**config.mk**
```make
export PLATFORM = sky130hd
export DESIGN_NAME = lsu_ctrl
export DESIGN_NICKNAME = d
export VERILOG_FILES = /design/src/rtl/lsu_ctrl.sv
export SDC_FILE = /design/constraint.sdc
export NUM_CORES = 1
export LEC_CHECK = 0
export BUFFER_PORTS_ARGS = -buffer_cell sky130_fd_sc_hd__buf_2
export CORE_AREA = 4 4 113 115
export CTS_CLUSTER_SIZE = 40
export DETAILED_ROUTE_END_ITERATION = 10
export DIE_AREA = 0 0 117 119
export GPL_ROUTABILITY_DRIVEN = 0
export GPL_TIMING_DRIVEN = 1
export PLACE_DENSITY = 0.79
export SKIP_CTS_REPAIR_TIMING = 1
export SLEW_MARGIN = 20
export SYNTH_ARGS = -nofsm -noshare
export SYNTH_HDL_FRONTEND = slang
export SYNTH_SLANG_ARGS = --single-unit
```
**constraint.sdc**
```tcl
create_clock -name clk -period 3.6 [get_ports clk]
set_input_delay 0.72 -clock clk [delete_from_list [all_inputs] [get_ports clk]]
set_output_delay 0.72 -clock clk [all_outputs]
set_load 0.01 [all_outputs]
```
**src/rtl/lsu_ctrl.sv**
```systemverilog
// Load/store sequencer: splits byte/half/word accesses at any alignment into
// one or two byte-masked word transactions and assembles extended load results.
module lsu_ctrl #(
  parameter int ADDR_W = 7
) (
  input  logic              clk,
  input  logic              rst_n,
  input  logic              req_valid,
  output logic              req_ready,
  input  logic              req_we,
  input  logic [1:0]        req_size,
  input  logic              req_unsigned,
  input  logic [ADDR_W-1:0] req_addr,
  input  logic [31:0]       req_wdata,
  output logic              rsp_valid,
  output logic              rsp_err,
  output logic [31:0]       rsp_rdata,
  output logic              mem_rden,
  output logic              mem_wren,
  output logic [ADDR_W-3:0] mem_addr,
  output logic [3:0]        mem_wmask,
  output logic [31:0]       mem_wdata,
  input  logic [31:0]       mem_rdata
);

  // state   | meaning
  // IDLE    | waiting for a request
  // ST_LO   | write low word lanes
  // ST_HI   | write high word lanes (spanning store)
  // LD_LO   | read low word
  // LD_HI   | read high word, capture low word data
  // LD_WAIT | capture last read word, form load result
  // RSP     | one-cycle response
  typedef enum logic [2:0] {IDLE, ST_LO, ST_HI, LD_LO, LD_HI, LD_WAIT, RSP} state_t;

  state_t state, state_nx;

  logic              we_q, uns_q, err_q;
  logic [1:0]        size_q;
  logic [ADDR_W-1:0] addr_q;
  logic [31:0]       wdata_q, lo_q, rdata_q;

  logic              accept;
  logic [1:0]        off;
  logic [3:0]        base_mask;
  logic [7:0]        lane_mask;
  logic [63:0]       lane_data;
  logic              span;
  logic [ADDR_W-3:0] word_lo, word_hi;
  logic [63:0]       rd_shift;
  logic [31:0]       rd_lo, rd_hi, ld_result;

  assign req_ready = rst_n & (state == IDLE);
  assign accept    = req_valid & req_ready;
  assign rsp_err   = (state == RSP) & err_q;
  assign rsp_rdata = rdata_q;

  assign off       = addr_q[1:0];
  assign word_lo   = addr_q[ADDR_W-1:2];
  assign word_hi   = word_lo + 1'b1;
  assign lane_mask = {4'b0000, base_mask} << off;
  assign lane_data = {32'h0, wdata_q} << {off, 3'b000};
  assign span      = |lane_mask[7:4];

  always_comb begin
    base_mask = 4'b1111;
    case (size_q)
      2'd0:    base_mask = 4'b0001;
      2'd1:    base_mask = 4'b0011;
      default: base_mask = 4'b1111;
    endcase
  end

  // In LD_WAIT mem_rdata carries the last word read: high word if spanning.
  always_comb begin
    rd_lo     = span ? lo_q : mem_rdata;
    rd_hi     = span ? mem_rdata : 32'h0;
    rd_shift  = {rd_hi, rd_lo} >> {off, 3'b000};
    ld_result = rd_shift[31:0];
    case (size_q)
      2'd0:    ld_result = {{24{~uns_q & rd_shift[7]}}, rd_shift[7:0]};
      2'd1:    ld_result = {{16{~uns_q & rd_shift[15]}}, rd_shift[15:0]};
      default: ld_result = rd_shift[31:0];
    endcase
  end

  always_comb begin
    state_nx  = state;
    rsp_valid = 1'b0;
    mem_rden  = 1'b0;
    mem_wren  = 1'b0;
    mem_addr  = '0;
    mem_wmask = 4'b0000;
    mem_wdata = 32'h0;
    case (state)
      IDLE: begin
        if (accept) begin
          if (req_size == 2'd3) state_nx = RSP;
          else if (req_we)      state_nx = ST_LO;
          else                  state_nx = LD_LO;
        end
      end
      ST_LO: begin
        mem_wren  = 1'b1;
        mem_addr  = word_lo;
        mem_wmask = lane_mask[3:0];
        mem_wdata = lane_data[31:0];
        state_nx  = span ? ST_HI : RSP;
      end
      ST_HI: begin
        mem_wren  = 1'b1;
        mem_addr  = word_hi;
        mem_wmask = lane_mask[7:4];
        mem_wdata = lane_data[63:32];
        state_nx  = RSP;
      end
      LD_LO: begin
        mem_rden = 1'b1;
        mem_addr = word_lo;
        state_nx = span ? LD_HI : LD_WAIT;
      end
      LD_HI: begin
        mem_rden = 1'b1;
        mem_addr = word_hi;
        state_nx = LD_WAIT;
      end
      LD_WAIT: state_nx = RSP;
      RSP: begin
        rsp_valid = 1'b1;
        state_nx  = IDLE;
      end
      default: state_nx = IDLE;
    endcase
  end

  always_ff @(posedge clk or negedge rst_n) begin
    if (!rst_n) begin
      state   <= IDLE;
      we_q    <= 1'b0;
      uns_q   <= 1'b0;
      err_q   <= 1'b0;
      size_q  <= 2'd0;
      addr_q  <= '0;
      wdata_q <= 32'h0;
      lo_q    <= 32'h0;
      rdata_q <= 32'h0;
    end else begin
      state <= state_nx;
      if (accept) begin
        we_q    <= req_we;
        uns_q   <= req_unsigned;
        err_q   <= (req_size == 2'd3);
        size_q  <= req_size;
        addr_q  <= req_addr;
        wdata_q <= req_wdata;
      end
      if (state == LD_HI) lo_q <= mem_rdata;
      // Stores and errors respond with zero data; loads with the assembled word.
      if (state_nx == RSP)
        rdata_q <= (state == LD_WAIT && !we_q) ? ld_result : 32'h0;
    end
  end

endmodule

```
Word-level counts from Yosys, hierarchy flattened
Cells that the tools add are included.

word-level totals
  output and inout bits = 78
  logic and storage cells = 55
  register bits after elaboration = 111
  bits of input ports = 78

cells by class
  equal/unequal tests = 9
  add/sub/neg operators = 1
  reduce and logical (&&, ||, !) cells = 10
  shift operators = 3
  muxes and demuxes = 17
  bitwise operators = 6

operators with widths
  operator                                                               number
  32-bit case mux with 2 select lines                                    2
  32-bit two-way mux                                                     3
  32-bit by 5-bit << shifter with 64-bit output                          1
  64-bit by 5-bit >> shifter with 32-bit output                          1
  4-bit case mux with 2 select lines                                     2
  3-bit case mux with 5 select lines                                     1
  3-bit equality test, second input constant                             4
  5-bit case mux with 2 select lines                                     1
  2-bit OR reduction                                                     5
  3-bit two-way mux                                                      3
  4-bit by 2-bit << shifter with 8-bit output                            1
  3-bit by 2-bit equality test with 1-bit output, second input constant  2
  5-bit by 1-bit adder with 5-bit output, second input constant          1
  1-bit bitwise AND                                                      5
  1-bit two-way mux                                                      4
  4-bit OR reduction                                                     1
  3-bit by 1-bit equality test with 1-bit output, second input constant  1
  3-bit logical NOT                                                      1
  2-bit by 1-bit equality test with 1-bit output, second input constant  1
  2-bit equality test, second input constant                             1
  2-bit logical NOT                                                      1
  2-bit two-way mux                                                      1
  1-bit logical AND                                                      1
  1-bit logical NOT                                                      1
  1-bit inverter                                                         1

Logic depth before layout (Yosys ltp)
Gate-level depths: netlist of run 1.

  depth in word-level cells = 9
  mapped depth = 8
  depth with buffers taken out = 6

Worst setup path before layout of run 1
Ideal clock, no wire load.

  kind = register -> output
  start point = register state[2]
  end point = output mem_wdata[16]
  data arrival time = 1.918 ns
  setup slack = 0.962 ns
  required time = 2.880 ns
  path buffers = 2
  cell stages (with the launch flop) = 8
  cell sequence = dfrtp_1 -> clkbuf_1 -> clkbuf_1 -> nor3b_2 -> nand2_1 -> nor2_1 -> nand2_1 -> o21ai_0

on the way
  word-level cells in the longest chain between the ends = 2
  elaborated cells on any way between the ends = 3

ends and longest elaborated chain
  element                                                                                                                  line  source
  from (decl)                                                                                                              36    state_t state, state_nx;
  from (signal assigned)                                                                                                   148   state <= state_nx;
  3-bit by 2-bit equality test with 1-bit output / 3-bit by 1-bit equality test with 1-bit output (equally long branches)  95    case (state)
  32-bit case mux with 2 select lines *                                                                                    95
  to (decl)                                                                                                                22    output logic [31:0] mem_wdata,

Mark *: on every way between the ends. The rest lies on a longest branch, timed or not.

Final worst setup path of run 1
  start point = register state[2]
  end point = output mem_wdata[7]

The elaborated chain is that of the path after synthesis.

==> metrics.txt, run 1 <==
run status completed; Max Fanout on Critical Path 16; CTS tree built; number of placed I/O pins about 160; core box area between 0.01 and 0.015 mm^2; part of the Yosys area used for sequential elements 0.4086; family with the most delay on the worst path simple AND/OR/NAND/NOR gates; clock share of power 0.167; part of the power in combinational logic 0.513; count of routing violations after the opening detailed-route iteration 455; crit path time final between 3000 and 4000 ps; net count of the finished layout 826; power share of the sequential group 0.320; ratio of cells with drive above 1 in the final layout 0.3511; Die Height roughly 120 um; clock sinks around 100; post-detail-place hpwl approximately 13000 um; Synth top area share 0.4086; number of synthesized flops with an enable pin 0; final-report setup violation count 0; final clock skew approximately 6.0 ps; type of the worst setup path register to primary output; Cell Rows 40; global-route wire length before repair 29170 um; most area-consuming cells after synthesis sky130_fd_sc_hd__dfrtp_1, sky130_fd_sc_hd__mux4_2, sky130_fd_sc_hd__mux2_2, sky130_fd_sc_hd__mux2i_1, sky130_fd_sc_hd__nand2_1; input/output buffers roughly 160; peak supply drop 0.3843 mV; Highest Clock Rate about 300 MHz; clock transition at the registers of the reported paths around 70 ps; critical path launch point type register; peak per-stage delay on the critical path a little under 600 ps; sw power approximately 3 mW; number of unique standard cell types used by synthesis 62; Final Hold Viols 0; gate count after technology mapping between 600 and 700; Avg Cell Area, Syn slightly above 10 um^2; largest net degree at the start of global routing a little over 70; starting utilization of the core area 0.5341; number of nets with antenna violations after detailed routing 0; all-layer global routing usage 0.2688; sum of buffers and inverters on the critical path 2; Design Area, Final between 0.007 and 0.008 mm^2; Leakage Power between 3 and 4 nW; final routed wire length divided by cell count a little over 20 um; dominant synthesized flop cell sky130_fd_sc_hd__dfrtp_1; Critical Path, Cell by Cell nor2b_1 -> nand3_1 -> buf_4 -> nor2_1 -> a22o_1 -> buf_2; arrival time at the worst endpoint 2620 ps; maximum buffer depth of the clock tree 2; post-synth net total 693; CP required about 2900 ps; worst hold margin 207.9 ps; combined area of all synthesized cells about 0.0063 mm^2; Die Footprint 0.01392 mm^2; number of antenna violations at the first check in global routing 1; vias in the first global route 5739; FFs w/ async S/R, synth 1.000; actual slew at the worst max-slew pin around 1100 ps; clock root buffer master sky130_fd_sc_hd__clkbuf_16; total length of routed wires ~18000 um; Switching Fraction 0.4255; cell taking the most area after synthesis sky130_fd_sc_hd__dfrtp_1; clk_lat worst skew roughly 350 ps; internal cell power slightly above 4 mW; synth warn 0; total placed instance area 0.007139 mm^2; cell with the largest stage delay on the worst path sky130_fd_sc_hd__nor2_1; global-route congestion overflow total 0; sum of negative setup slack 0 ps; number of register bits inferred by synthesis approximately 100; Die Wd 117 um; post-route DRC violation count 0; via count normalized by instance count slightly above 6; clock buffers created by TritonCTS 9; total design power just over 7 mW; type of the worst min-delay path input port to asynchronous set/reset pin; unrepaired setup endpoints after global routing no; Slew HR 0.2945; first drt pass iteration count 5; kind of end point of the critical path primary output; diode insertion count for antenna repair 0; count of max-cap constraint violations 0; # H-tree levels 3; Final Max Slew Viols 0; Layout area overhead 18.90%; detailed-route via count around 5600; Tcrit/Tclk final 0.9269; power per standard cell area roughly 950 mW/mm^2
## cells in the mapped netlist, drive strengths merged (15+ instances only)
cell type / instances
dfrtp: 103
buf: 21
o21ai: 41
clkbuf: 26
nor2: 28
mux4: 23
mux2: 45
nand2: 106
mux2i: 40
a21oi: 21
a22o: 26
inv: 15
## final cells by class
type                            instances  area [um^2]
Tap cell                              147        183.9
Timing Repair Buffer                  169        883.3
Fill cell                             952         4310
Sequential cell                       103         2582
Inverter                               15        56.30
Clock inverter                          6        132.6
Multi-Input combinational cell        449         3433
Clock buffer                           10        229.0
## cell usage in the layout (no fill, tap or decap), types with 3 or more instances in the layout
cell and instances:
sky130_fd_sc_hd__mux2i_1 40, sky130_fd_sc_hd__a21oi_1 20, sky130_fd_sc_hd__o22ai_1 13, sky130_fd_sc_hd__o211ai_1 7, sky130_fd_sc_hd__buf_4 15, sky130_fd_sc_hd__mux4_2 23, sky130_fd_sc_hd__dfrtp_1 101, sky130_fd_sc_hd__nand2b_1 13
sky130_fd_sc_hd__inv_1 14, sky130_fd_sc_hd__bufinv_16 4, sky130_fd_sc_hd__a211oi_1 9, sky130_fd_sc_hd__buf_2 154, sky130_fd_sc_hd__xor2_1 3, sky130_fd_sc_hd__nand3_1 3, sky130_fd_sc_hd__or3_1 3, sky130_fd_sc_hd__clkbuf_16 9
sky130_fd_sc_hd__mux2_2 43, sky130_fd_sc_hd__a311oi_1 8, sky130_fd_sc_hd__and2_1 11, sky130_fd_sc_hd__a22o_1 26, sky130_fd_sc_hd__o21ai_0 39, sky130_fd_sc_hd__o22a_1 7, sky130_fd_sc_hd__nor2_1 27, sky130_fd_sc_hd__a221o_1 7
sky130_fd_sc_hd__nand2_1 105
## stage by stage
step	setup slack (ps)	util	std cells
after floorplan	962.3	-	614
after global placement	705.4	0.6044	883
final	263.3	0.6351	899
after detailed placement	668.4	0.6044	883
after global routing	115.1	0.6351	899
after CTS	263.8	0.6351	899
## path summary, 6_finish.rpt
path	start	end	slack [ps]	cells past startpoint
max	state[2]	mem_wdata[7]	260	6
min in group clk	lo_q[15]	lo_q[15]	480	2
min reg2reg	lo_q[15]	lo_q[15]	480	2
min	rst_n	err_q	210	1
max reg2reg	addr_q[0]	rsp_rdata[8]	710	6
max in group asynchronous	rst_n	addr_q[0]	1780	3
## worst reg2reg max path, cell delays in order, from the launching register on
cell and delay, ps:
sky130_fd_sc_hd__dfrtp_4 780, sky130_fd_sc_hd__buf_4 570, sky130_fd_sc_hd__nor2_1 140, sky130_fd_sc_hd__a2111oi_0 420, sky130_fd_sc_hd__a41oi_1 130, sky130_fd_sc_hd__or4_1 590
sky130_fd_sc_hd__o211ai_1 160
## sequential cells by signal, summed over array words and instances (netlist names)
signal / count
rsp_rdata: 32
wdata_q: 32
lo_q: 24
addr_q: 7
state: 3
size_q: 2
err_q: 1
uns_q: 1
we_q: 1
## logic make-up after synthesis
family	share of synthesized area
adders and majority gates	0.001983
AOI/OAI and AO/OA	0.1831
DFF	0.4086
muxes	0.2259
and+or+nand+nor	0.1287
buffers and inverters	0.04760
xor gates and xnor gates	0.004166
## power by group through the flow
stage | Clock (mW) | Sequential (mW) | Combinational, mW
global route | 1.25 | 2.35 | 4.00
CTS | 1.21 | 2.26 | 3.65
global placement | 0 | 2.24 | 3.49
floorplan | 0 | 2.05 | 2.84
detailed placement | 0 | 2.28 | 3.61
finish | 1.19 | 2.28 | 3.65
## per-layer routing
layer	GRT usage	routed length, um
met1	0.3332	7219
met2	0.4349	8816
met3	0.05843	1530
met4	0.1405	794
met5	0	12
(Power assumes the default switching activity.)
==> run 2, diff against run 1 <==
CTS_BUF_LIST = sky130_fd_sc_hd__clkbuf_2 sky130_fd_sc_hd__clkbuf_4 sky130_fd_sc_hd__clkbuf_8   (was unset)
==> metrics.txt, run 2 (synthesis gave the netlist of run 1 again) <==
peak per-stage delay on the critical path around 580 ps; detailed-route via count between 5000 and 6000; Max Fanout on Critical Path 16; most used cells in the layout excluding fill and tap cells sky130_fd_sc_hd__buf_2, sky130_fd_sc_hd__nand2_1, sky130_fd_sc_hd__dfrtp_1, sky130_fd_sc_hd__mux2_2, sky130_fd_sc_hd__mux2i_1; Die Wd between 100 and 150 um; global-route wire length before repair 28680 um; Final Core Density 0.6270; cell with the largest stage delay on the worst path sky130_fd_sc_hd__dfrtp_1; endpoint of the worst setup timing path mem_wdata[7]; Final Max Slew Viols 0; Critical Path, Cell by Cell nor2b_1 -> nand3_1 -> buf_4 -> nor2_1 -> a22o_1 -> buf_2; global-route congestion overflow total 0; ratio of cells with drive above 1 in the final layout 0.3524; final routed wire length divided by cell count 20.19 um; largest net degree at the start of global routing slightly above 70; actual slew at the worst max-slew pin around 1100 ps; first drt pass iteration count 5; starting utilization of the core area 0.5341; multi-input logic area 0.003433 mm^2; cells on worst reg2reg path 6; number of nets with antenna violations after detailed routing 0; arrival time at the worst endpoint roughly 2600 ps; Tcrit/Tclk final 0.9336; run status completed; worst hold margin between 150 and 200 ps; CP required between 2000 and 3000 ps; Critical Path Source state[2]; vias in the first global route approximately 5700; leading cell type in the layout, fill and taps excluded sky130_fd_sc_hd__buf_2; unrepaired setup endpoints after global routing no; input/output buffers between 150 and 200; final clock skew 5.440 ps; Final Hold Viols 0; register-to-register setup slack 740 ps; crit path time final ~3400 ps; maximum buffer depth of the clock tree 2; Design Area, Final ~0.0074 mm^2; number of placed I/O pins approximately 160; Worst path depth 6; clock root buffer master sky130_fd_sc_hd__clkbuf_8; clk_lat worst skew roughly 380 ps; core box area between 0.01 and 0.015 mm^2; critical path launch point type register; origin of the critical flop-to-flop path addr_q[0]; total length of routed wires 18170 um; CTS tree built; total placed instance area slightly above 0.007 mm^2; Slew HR 0.2968; # H-tree levels 3; number of antenna violations at the first check in global routing 2; net count of the finished layout 826; family with the most delay on the worst path simple AND/OR/NAND/NOR gates; all-layer global routing usage 0.2634; via count normalized by instance count roughly 6.2; register area 0.002582 mm^2; count of routing violations after the opening detailed-route iteration 489; sum of buffers and inverters on the critical path 2; clock transition at the registers of the reported paths about 100 ps; Cell Rows 40; sum of negative setup slack 0 ps; crit path setup slack, layout roughly 240 ps; power per standard cell area 926.5 mW/mm^2; post-detail-place hpwl between 10000 and 15000 um; post-route DRC violation count 0; Layout area overhead 17.39%; kind of end point of the critical path primary output; peak supply drop 0.4148 mV; Leakage Power approximately 3.5 nW; type of the worst setup path register to primary output; clock sinks 103; Die Footprint 0.01392 mm^2; Worst Setup Slack post-DPL 668.4 ps; Highest Clock Rate between 200 and 300 MHz; type of the worst min-delay path input port to asynchronous set/reset pin; fill count around 970; final-report setup violation count 0; FF-to-FF End rsp_rdata[8]; Die Height 119 um; count of max-cap constraint violations 0; clock buffers created by TritonCTS 9
-- run 2: changes by cell type in the layout (fill, tap and decap cells not counted), sizes merged --
cell and delta:
diode +1
-- run 2: power by group --
part / leakage (nW) / total [mW] / internal [mW] / switching [mW]
Clock: 0.130 / 0.946 / 0.539 / 0.408
Combinational: 2.11 / 3.64 / 1.65 / 1.99
Sequential: 1.28 / 2.28 / 1.69 / 0.588
-- run 2: area by class of cell --
| class | instances | area share |
|---|---|---|
| multi-input combinational | 449 | 0.4636 |
| sequential | 103 | 0.3487 |
| timing repair buffer | 169 | 0.1193 |
| tap | 147 | 0.02484 |
| clock inverter | 6 | 0.01791 |
| clock buffer | 10 | 0.01774 |
| inverter | 15 | 0.007603 |
| antenna | 1 | 0.0003379 |
-- run 2: worst min-delay path by stage --
stage | from | end | slack [ps] | cells past startpoint
floorplan | rst_n | addr_q[0] | 420 | 0
global placement | lo_q[23] | lo_q[23] | 460 | 2
detailed placement | lo_q[15] | lo_q[15] | 460 | 2
CTS | rst_n | err_q | 160 | 1
global route | rst_n | we_q | 170 | 1
finish | rst_n | err_q | 170 | 1
-- run 2: stage by stage --
| step | cells | total power [mW] |
|---|---|---|
| after floorplan | 614 | 4.890 |
| after global placement | 883 | 5.735 |
| after detailed placement | 883 | 5.887 |
| after CTS | 899 | 6.857 |
| after global routing | 900 | 7.333 |
| final | 900 | 6.861 |
-- run 2: metal layers --
metal	vias to the layer above	track usage	part of all wire
li1	2521	-	-
met1	2700	0.3344	0.39
met2	309	0.4264	0.48
met3	43	0.05539	0.091
met4	2	0.1226	0.034
met5	-	0	0.00066
-- run 2: worst reg2reg max path, stage by stage, from the launching register on --
cell                       delay (ps)
sky130_fd_sc_hd__dfrtp_4          780
sky130_fd_sc_hd__a21oi_2          150
sky130_fd_sc_hd__o21ai_4          770
sky130_fd_sc_hd__buf_4            320
sky130_fd_sc_hd__mux2i_1           90
sky130_fd_sc_hd__mux4_2           460
sky130_fd_sc_hd__o211ai_1         200
==> run 3, diff against run 2 <==
CELL_PAD_IN_SITES_DETAIL_PLACEMENT = 0   (was unset)
CELL_PAD_IN_SITES_GLOBAL_PLACEMENT = 1   (was unset)
CORE_AREA = 4 4 123 125   (was 4 4 113 115)
DIE_AREA = 0 0 127 129   (was 0 0 117 119)
PLACE_DENSITY = 0.86   (was 0.79)
==> metrics.txt, run 3 (synthesis gave the netlist of run 1 again) <==
ratio of cells with drive above 1 in the final layout 0.3545; Cells after DPL 920; count of max-cap constraint violations 0; cells on worst reg2reg path 5; number of nets with antenna violations after detailed routing 0; run status completed; arrival time at the worst endpoint approximately 2600 ps; Layout area overhead 18.35%; all-layer global routing usage 0.2325; met2 Use GR 0.3823; number of antenna violations at the first check in global routing 2; leading cell type in the layout, fill and taps excluded sky130_fd_sc_hd__buf_2; clock share of power 0.130; global-route congestion overflow total 0; post-detail-place hpwl approximately 14000 um; Final Hold Viols 0; register-to-register setup slack a little under 700 ps; clock buffers created by TritonCTS 9; peak supply drop ~0.65 mV; input/output buffers between 150 and 200; Critical Path, Cell by Cell nor2b_1 -> nand2_1 -> o22ai_1 -> nand2_1 -> o31ai_1 -> buf_2; total length of routed wires between 15000 and 20000 um; Leakage Power about 3.5 nW; # H-tree levels 3; number of cells in the finished layout apart from fillers 937; count of routing violations after the opening detailed-route iteration around 410; core box area ~0.014 mm^2; net count of the finished layout between 800 and 900; final-report setup violation count 0; first drt pass iteration count 5; clk_lat worst skew around 380 ps; internal cell power between 3 and 4 mW; CP required between 2000 and 3000 ps; power per standard cell area 914.4 mW/mm^2; critical path launch point type register; most used cells in the layout excluding fill and tap cells sky130_fd_sc_hd__buf_2, sky130_fd_sc_hd__nand2_1, sky130_fd_sc_hd__dfrtp_1, sky130_fd_sc_hd__mux2_2, sky130_fd_sc_hd__mux2i_1; sum of negative setup slack 0 ps; crit path time final between 3000 and 4000 ps; global-route wire length before repair between 20000 and 30000 um; cell with the most instances on the worst path sky130_fd_sc_hd__nand2_1; via count normalized by instance count 5.942; starting utilization of the core area 0.4545; actual slew at the worst max-slew pin 945.0 ps; fill count about 1300; origin of the critical flop-to-flop path addr_q[0]; kind of end point of the critical path primary output; largest net degree at the start of global routing 55; Die Height about 130 um; clock sinks between 100 and 150; FF-to-FF End rsp_rdata[4]; vias in the first global route between 5000 and 6000; Tcrit/Tclk final 0.9101; Highest Clock Rate roughly 300 MHz; final clock skew 8.741 ps; clock root buffer master sky130_fd_sc_hd__clkbuf_8; Slew HR 0.3700; Final Max Slew Viols 0; CTS tree built; part of the power in combinational logic 0.538; type of the worst setup path register to primary output; Max Fanout on Critical Path 19; met3 GRT Util 0.07846; number of placed I/O pins between 150 and 200; Die Footprint 0.01638 mm^2; post-route DRC violation count 0; Cell Rows 43; power share of the sequential group 0.332; Switching Fraction 0.4378; Die Wd between 100 and 150 um; peak per-stage delay on the critical path about 580 ps; unrepaired setup endpoints after global routing no; detailed-route via count roughly 5600; type of the worst min-delay path input port to asynchronous set/reset pin; final routed wire length divided by cell count 20.16 um; layer with the highest usage after global routing met2; clock transition at the registers of the reported paths 100 ps; maximum buffer depth of the clock tree 2; sw power approximately 3.0 mW; cell with the largest stage delay on the worst path sky130_fd_sc_hd__dfrtp_1; global-route track usage on met1 0.2937
[run 3: through the flow]
step           worst slack (ps)  total power [mW]  utilization  hold slack (ps)  area (um^2)
6_report                  323.5             6.827       0.5379            140.4         7466
5_1_grt                   166.2             7.338       0.5377            117.3         7463
4_1_cts                   326.7             6.852       0.5370            123.2         7455
3_3_place_gp              735.0             5.844       0.5194            455.6         7209
2_1_floorplan             962.3             4.890            -            424.4         6309
3_5_place_dp              705.7             5.956       0.5194            466.2         7209
[run 3: worst max path at each step]
stage / from / to / slack, ps / cells after the start
3_3_place_gp: addr_q[0] / rsp_rdata[5] / 740 / 5
5_1_grt: state[2] / mem_wdata[23] / 170 / 6
6_report: state[2] / mem_wmask[2] / 320 / 6
4_1_cts: state[2] / mem_wdata[2] / 330 / 6
3_5_place_dp: addr_q[0] / rsp_rdata[5] / 710 / 5
2_1_floorplan: state[2] / mem_wdata[16] / 960 / 7
[run 3: critical path: cells and delay by family (launching register included)]
kind                   cells  cell delay [ps]
AOI/OAI and AO/OA          2              440
buffers and inverters      1              210
and+or+nand+nor            3              950
DFF                        1              580
[run 3: power by group through the flow]
| stage | registers, mW | logic, mW | clock network (mW) |
|---|---|---|---|
| after global placement | 2.25 | 3.60 | 0 |
| final | 2.26 | 3.68 | 0.887 |
| after floorplan | 2.05 | 2.84 | 0 |
| after CTS | 2.25 | 3.69 | 0.911 |
| after detailed placement | 2.27 | 3.68 | 0 |
| after global routing | 2.35 | 4.03 | 0.958 |
[run 3: routing by layer]
layer / up-vias / share of wire
met4: 4 / 0.019
met2: 266 / 0.48
met1: 2741 / 0.40
met3: 27 / 0.097
met5: - / 0.0011
li1: 2530 / -
[run 3: layout make-up]
| class | count | area, um^2 | area share |
|---|---|---|---|
| well taps | 180 | 225.2 | 0.03017 |
| clock buffers | 10 | 137.6 | 0.01843 |
| diodes | 1 | 2.502 | 0.0003352 |
| flip-flops and latches | 103 | 2581 | 0.3457 |
| clock inverters | 6 | 107.6 | 0.01441 |
| repair buffers | 173 | 913.4 | 0.1223 |
| inverters | 15 | 56.30 | 0.007541 |
| multi-input cells | 449 | 3442 | 0.4610 |
